===== config.mk =====
export PLATFORM = sky130hd
export DESIGN_NAME = vm2002_change_dispenser
export DESIGN_NICKNAME = d
export VERILOG_FILES = /design/src/rtl/vm2002_change_dispenser.sv
export SDC_FILE = /design/constraint.sdc
export NUM_CORES = 1
export LEC_CHECK = 0
export CORE_MARGIN = 2
export CORE_UTILIZATION = 35
export CTS_BUF_LIST = sky130_fd_sc_hd__clkbuf_4
export DETAILED_ROUTE_END_ITERATION = 10
export GPL_ROUTABILITY_DRIVEN = 0
export PLACE_DENSITY = 0.66
export SYNTH_ARGS = -nofsm -noshare
export SYNTH_HDL_FRONTEND = slang
export SYNTH_SLANG_ARGS = --single-unit

===== constraint.sdc =====
create_clock -name clk -period 2.7 [get_ports clk]
set_clock_uncertainty 0.2 [all_clocks]
set_input_delay 0.405 -clock clk [delete_from_list [all_inputs] [get_ports clk]]
set_output_delay 0.405 -clock clk [all_outputs]
set_load 0.01 [all_outputs]

===== src/rtl/vm2002_change_dispenser.sv =====
// Change dispenser for the vm2002 vending core: pays a cent balance with
// quarters, dimes and nickels from saturating on-board inventories.
module vm2002_change_dispenser #(
   parameter int INV_W     = 4,
   parameter int QTR_INIT  = 8,
   parameter int DIME_INIT = 8,
   parameter int NICK_INIT = 8
) (
   input  logic             clk,
   input  logic             hrst,
   input  logic             srst,
   input  logic             balance_valid,
   input  logic [7:0]       balance,
   output logic             balance_ready,
   output logic [1:0]       coin_out,
   output logic             coin_valid,
   input  logic             coin_ack,
   input  logic             refill_valid,
   input  logic [INV_W-1:0] refill_q,
   input  logic [INV_W-1:0] refill_d,
   input  logic [INV_W-1:0] refill_n,
   output logic [7:0]       remaining,
   output logic             done,
   output logic             short_change
);

   typedef enum logic [2:0] {IDLE, SELECT, PRESENT, DONE, SHORT} state_t;

   localparam logic [INV_W-1:0] INV_MAX = '1;
   localparam logic [1:0] COIN_NONE = 2'd0;
   localparam logic [1:0] COIN_NICK = 2'd1;
   localparam logic [1:0] COIN_DIME = 2'd2;
   localparam logic [1:0] COIN_QTR  = 2'd3;

   state_t           state_q, state_d;
   logic [7:0]       remaining_q, remaining_d;
   logic [INV_W-1:0] qtr_cnt_q, qtr_cnt_d;
   logic [INV_W-1:0] dime_cnt_q, dime_cnt_d;
   logic [INV_W-1:0] nick_cnt_q, nick_cnt_d;
   logic [1:0]       coin_sel_q, coin_sel_d;
   logic [1:0]       coin_out_q, coin_out_d;
   logic             coin_valid_q, coin_valid_d;
   logic             done_q, done_d;
   logic             short_q, short_d;
   logic [1:0]       pick;

   function automatic logic [INV_W-1:0] sat_add(input logic [INV_W-1:0] a,
                                                input logic [INV_W-1:0] b);
      logic [INV_W:0] sum;
      sum = {1'b0, a} + {1'b0, b};
      return sum[INV_W] ? INV_MAX : sum[INV_W-1:0];
   endfunction

   function automatic logic [7:0] coin_value(input logic [1:0] c);
      case (c)
         COIN_QTR:  return 8'd25;
         COIN_DIME: return 8'd10;
         COIN_NICK: return 8'd5;
         default:   return 8'd0;
      endcase
   endfunction

   // Greedy choice: largest coin that fits the remainder and is in stock.
   always_comb begin
      pick = COIN_NONE;
      if (remaining_q >= 8'd25 && qtr_cnt_q != '0) begin
         pick = COIN_QTR;
      end else if (remaining_q >= 8'd10 && dime_cnt_q != '0) begin
         pick = COIN_DIME;
      end else if (remaining_q >= 8'd5 && nick_cnt_q != '0) begin
         pick = COIN_NICK;
      end
   end

   always_comb begin
      state_d      = state_q;
      remaining_d  = remaining_q;
      qtr_cnt_d    = qtr_cnt_q;
      dime_cnt_d   = dime_cnt_q;
      nick_cnt_d   = nick_cnt_q;
      coin_sel_d   = coin_sel_q;
      coin_out_d   = coin_out_q;
      coin_valid_d = coin_valid_q;
      done_d       = 1'b0;
      short_d      = 1'b0;

      case (state_q)
         IDLE: begin
            if (refill_valid) begin
               qtr_cnt_d  = sat_add(qtr_cnt_q, refill_q);
               dime_cnt_d = sat_add(dime_cnt_q, refill_d);
               nick_cnt_d = sat_add(nick_cnt_q, refill_n);
            end
            if (balance_valid) begin
               remaining_d = balance;
               state_d     = SELECT;
            end
         end
         SELECT: begin
            if (pick != COIN_NONE) begin
               coin_sel_d = pick;
               state_d    = PRESENT;
            end else if (remaining_q < 8'd5) begin
               state_d = DONE;
            end else begin
               state_d = SHORT;
            end
         end
         PRESENT: begin
            // The coin is offered one cycle after entering PRESENT, so an
            // ack only counts once coin_valid is already visible.
            if (coin_valid_q && coin_ack) begin
               remaining_d  = remaining_q - coin_value(coin_out_q);
               case (coin_out_q)
                  COIN_QTR:  qtr_cnt_d  = qtr_cnt_q - 1'b1;
                  COIN_DIME: dime_cnt_d = dime_cnt_q - 1'b1;
                  COIN_NICK: nick_cnt_d = nick_cnt_q - 1'b1;
                  default:   ;
               endcase
               coin_valid_d = 1'b0;
               coin_out_d   = COIN_NONE;
               state_d      = SELECT;
            end else begin
               coin_valid_d = 1'b1;
               coin_out_d   = coin_sel_q;
            end
         end
         DONE: begin
            done_d  = 1'b1;
            state_d = IDLE;
         end
         SHORT: begin
            short_d = 1'b1;
            state_d = IDLE;
         end
         default: state_d = IDLE;
      endcase
   end

   always_ff @(posedge clk) begin
      if (hrst) begin
         state_q      <= IDLE;
         remaining_q  <= 8'd0;
         qtr_cnt_q    <= INV_W'(QTR_INIT);
         dime_cnt_q   <= INV_W'(DIME_INIT);
         nick_cnt_q   <= INV_W'(NICK_INIT);
         coin_sel_q   <= COIN_NONE;
         coin_out_q   <= COIN_NONE;
         coin_valid_q <= 1'b0;
         done_q       <= 1'b0;
         short_q      <= 1'b0;
      end else if (srst) begin
         // Abort keeps stock untouched, even if an ack lands this cycle.
         state_q      <= IDLE;
         remaining_q  <= 8'd0;
         coin_out_q   <= COIN_NONE;
         coin_valid_q <= 1'b0;
         done_q       <= 1'b0;
         short_q      <= 1'b0;
      end else begin
         state_q      <= state_d;
         remaining_q  <= remaining_d;
         qtr_cnt_q    <= qtr_cnt_d;
         dime_cnt_q   <= dime_cnt_d;
         nick_cnt_q   <= nick_cnt_d;
         coin_sel_q   <= coin_sel_d;
         coin_out_q   <= coin_out_d;
         coin_valid_q <= coin_valid_d;
         done_q       <= done_d;
         short_q      <= short_d;
      end
   end

   assign balance_ready = (state_q == IDLE);
   assign coin_out      = coin_out_q;
   assign coin_valid    = coin_valid_q;
   assign remaining     = remaining_q;
   assign done          = done_q;
   assign short_change  = short_q;

endmodule

==> flow_summary.json <==
{
  "status": "finished, final reports clean",
  "crit_arrival_ps": 1740,
  "clockBufferDepth": 2,
  "fin_nets": 394,
  "antenna_cells": 0,
  "antenna_found_initial": 0,
  "grt_max_degree": 23,
  "cts_setup_buffers": 0,
  "multi_input_area_sq_um": 1610,
  "synth.avg_cell_area_sq_um": 7.78,
  "pwr-share-seq_pct": 46.0,
  "seq_area_frac_synth_pct": 25.5,
  "min_delay_path_depth": 2,
  "portBuffers": 39,
  "swShare_pct": 33.5,
  "final_cell_mix": "39 x clkdlybuf4s50_1, 36 x nor2_1, 30 x dfxtp_1, 25 x nand2_1, 24 x a21oi_1",
  "yosys.area_share.simple_pct": 26.9,
  "regArea_sq_um": 601,
  "tightest_slew_ps": 514,
  "crit_type": "register to output pin",
  "avgRoutedWirePerCell_um": 13.7,
  "synth_area_sq_um": 2350,
  "slew_viol_final": 0,
  "setup_violations": 0,
  "min_period_ps": 2350,
  "fin_cells": 422,
  "postCtsHoldBufs": 0,
  "cts_resized": 0,
  "combPwrFrac_pct": 28.7,
  "crit_path_max_fanout": 8,
  "cts.sink_count": 30,
  "synth-edff-count": 0,
  "htreeDepth": 2,
  "wl_um": 5770,
  "grt_pass1_wl_um": 9760,
  "worst_hold_path_type": "register to register",
  "drtIter0Drc": 85,
  "initial_core_util_pct": 36.6,
  "placed_cells": 414,
  "fin_crit_sh_pct": 86.9,
  "grt_overflow": 0,
  "hold_viol_final": 0,
  "crit_required_ps": 2100,
  "fp.dieArea_sq_um": 7390,
  "core_area_sq_um": 6420,
  "syn-instance-count": 302,
  "grt_use_total_pct": 16.4,
  "dp_hpwl_um": 4430,
  "ys_ff_latch": 30,
  "synth-compound-area-share_pct": 26.2,
  "synth_fa_ha_area_share_pct": 14.1,
  "clk-insertion-delay-late_ps": 350,
  "drt_drc_violations_left": 0,
  "critPathLaunchType": "register",
  "cts_tree": "yes",
  "cts_inserted_buffers": 5,
  "synth.distinct_cells": 58,
  "synthMuxAreaShare_pct": 0,
  "grt_pass1_vias": 2151,
  "fmax_ghz": 0.426,
  "synth_nets": 352,
  "async_flop_share_pct": 0,
  "switching_power_mw": 0.356,
  "p_int_mw": 0.708,
  "viasPerCell": 5.42,
  "end_kind": "output pin",
  "final_layout_size_suffix_gt1_share_pct": 6.38,
  "synth_top_family_by_area": "simple AND/OR/NAND/NOR gates",
  "path_clk_slew_ps": 110,
  "p_leak_nw": 1.10,
  "antenna_left": 0,
  "synthXorXnorAreaFrac_pct": 1.49,
  "max-slew-margin-rel_pct": 65.3,
  "tns_ps": 0,
  "grt_setup_unrepaired": "no",
  "area_growth_pct": 22.6,
  "firstDrtPassIters": 4,
  "cap_violations": 0,
  "vdd_drop_max_v": 0.000196,
  "row_count": 29,
  "r2r_cells": 7,
  "p_clk_share_pct": 25.3,
  "die_h_um": 86.0,
  "num-fill-cells": 655,
  "num_vias": 2287,
  "synth_ff_type": "dfxtp_1",
  "cts-root-buf": "clkbuf_4",
  "power.density_nw_per_um2": 369,
  "die_x_um": 86.0,
  "yosysWarningCount": 0,
  "final_common_cell": "clkdlybuf4s50_1",
  "pin_count": 40
}
[cell type report]
cell class | instances | share of cell area (%)
Clock buffer | 5 | 1.30
Clock inverter | 3 | 0.564
Inverter | 20 | 2.60
Multi-Input combinational cell | 241 | 56.0
Sequential cell | 30 | 20.8
Tap cell | 77 | 3.34
Timing Repair Buffer | 46 | 15.4
[final timing paths]
check	from	to	slack, ps
max reg2reg	coin_out[0]	remaining[6]	400
min reg2reg	coin_sel_q[0]	coin_out[0]	280
min	coin_sel_q[0]	coin_out[0]	280
max	state_q[0]	balance_ready	350
[power groups by stage]
stage / Sequential (mW) / Combinational [mW] / Clock [mW]
floorplan: 0.493 / 0.205 / 0
global placement: 0.499 / 0.299 / 0
detailed placement: 0.499 / 0.305 / 0
CTS: 0.489 / 0.307 / 0.278
global route: 0.493 / 0.344 / 0.296
finish: 0.489 / 0.305 / 0.270
[state kept, by name (all words and copies together) (netlist names)]
| signal | flops |
|---|---|
| dime_cnt_q | 4 |
| coin_out | 2 |
| coin_sel_q | 2 |
| coin_valid | 1 |
| short_change | 1 |
| done | 1 |
| nick_cnt_q | 4 |
| state_q | 3 |
| qtr_cnt_q | 4 |
| remaining | 8 |
[Yosys cell counts, drive strengths merged (8+ instances only)]
cell type	instances	area, sq um
a211oi	9	72.6
o21ai	17	85.1
nor2	36	135
inv	20	75.1
nand2b	11	68.8
dfxtp	30	601
nor3	10	55.1
nor2b	8	50.1
ha	20	250
a21oi	24	120
a21o	8	60.1
nand2	25	93.8
[per-stage QoR]
stage / power (mW) / worst slack, ps / hold WS (ps) / utilization [%] / instance area, sq um
CTS: 1.07 / 338 / 281 / 44.9 / 2880
finish: 1.06 / 355 / 275 / 44.9 / 2880
global placement: 0.798 / 168 / 266 / 44.0 / 2830
global route: 1.13 / 222 / 311 / 44.9 / 2880
detailed placement: 0.804 / 125 / 264 / 44.0 / 2830
floorplan: 0.698 / 642 / 248 / - / 2350
[metal layers]
| metal | up-vias | GRT usage [%] | part of all wire, % |
|---|---|---|---|
| li1 | 1178 | - | - |
| met1 | 1044 | 20.7 | 48 |
| met2 | 53 | 27.3 | 45 |
| met3 | 12 | 3.08 | 4.6 |
| met4 | 0 | 6.93 | 2.6 |
| met5 | - | 0 | 0 |
[worst max-delay path, cell delays in order, from the launching register on]
cell and delay (ps):
dfxtp_1 380, or2_2 340, nor2_1 140, clkdlybuf4s50_1 560
[cell families after synthesis]
family	count (synthesis)
XOR/XNOR	4
AND/OR/NAND/NOR	120
flip-flops	30
AO/OA/AOI/OAI	93
adder cells (fa/ha/maj)	24
buffers and inverters	31
(Power assumes the default switching activity.)
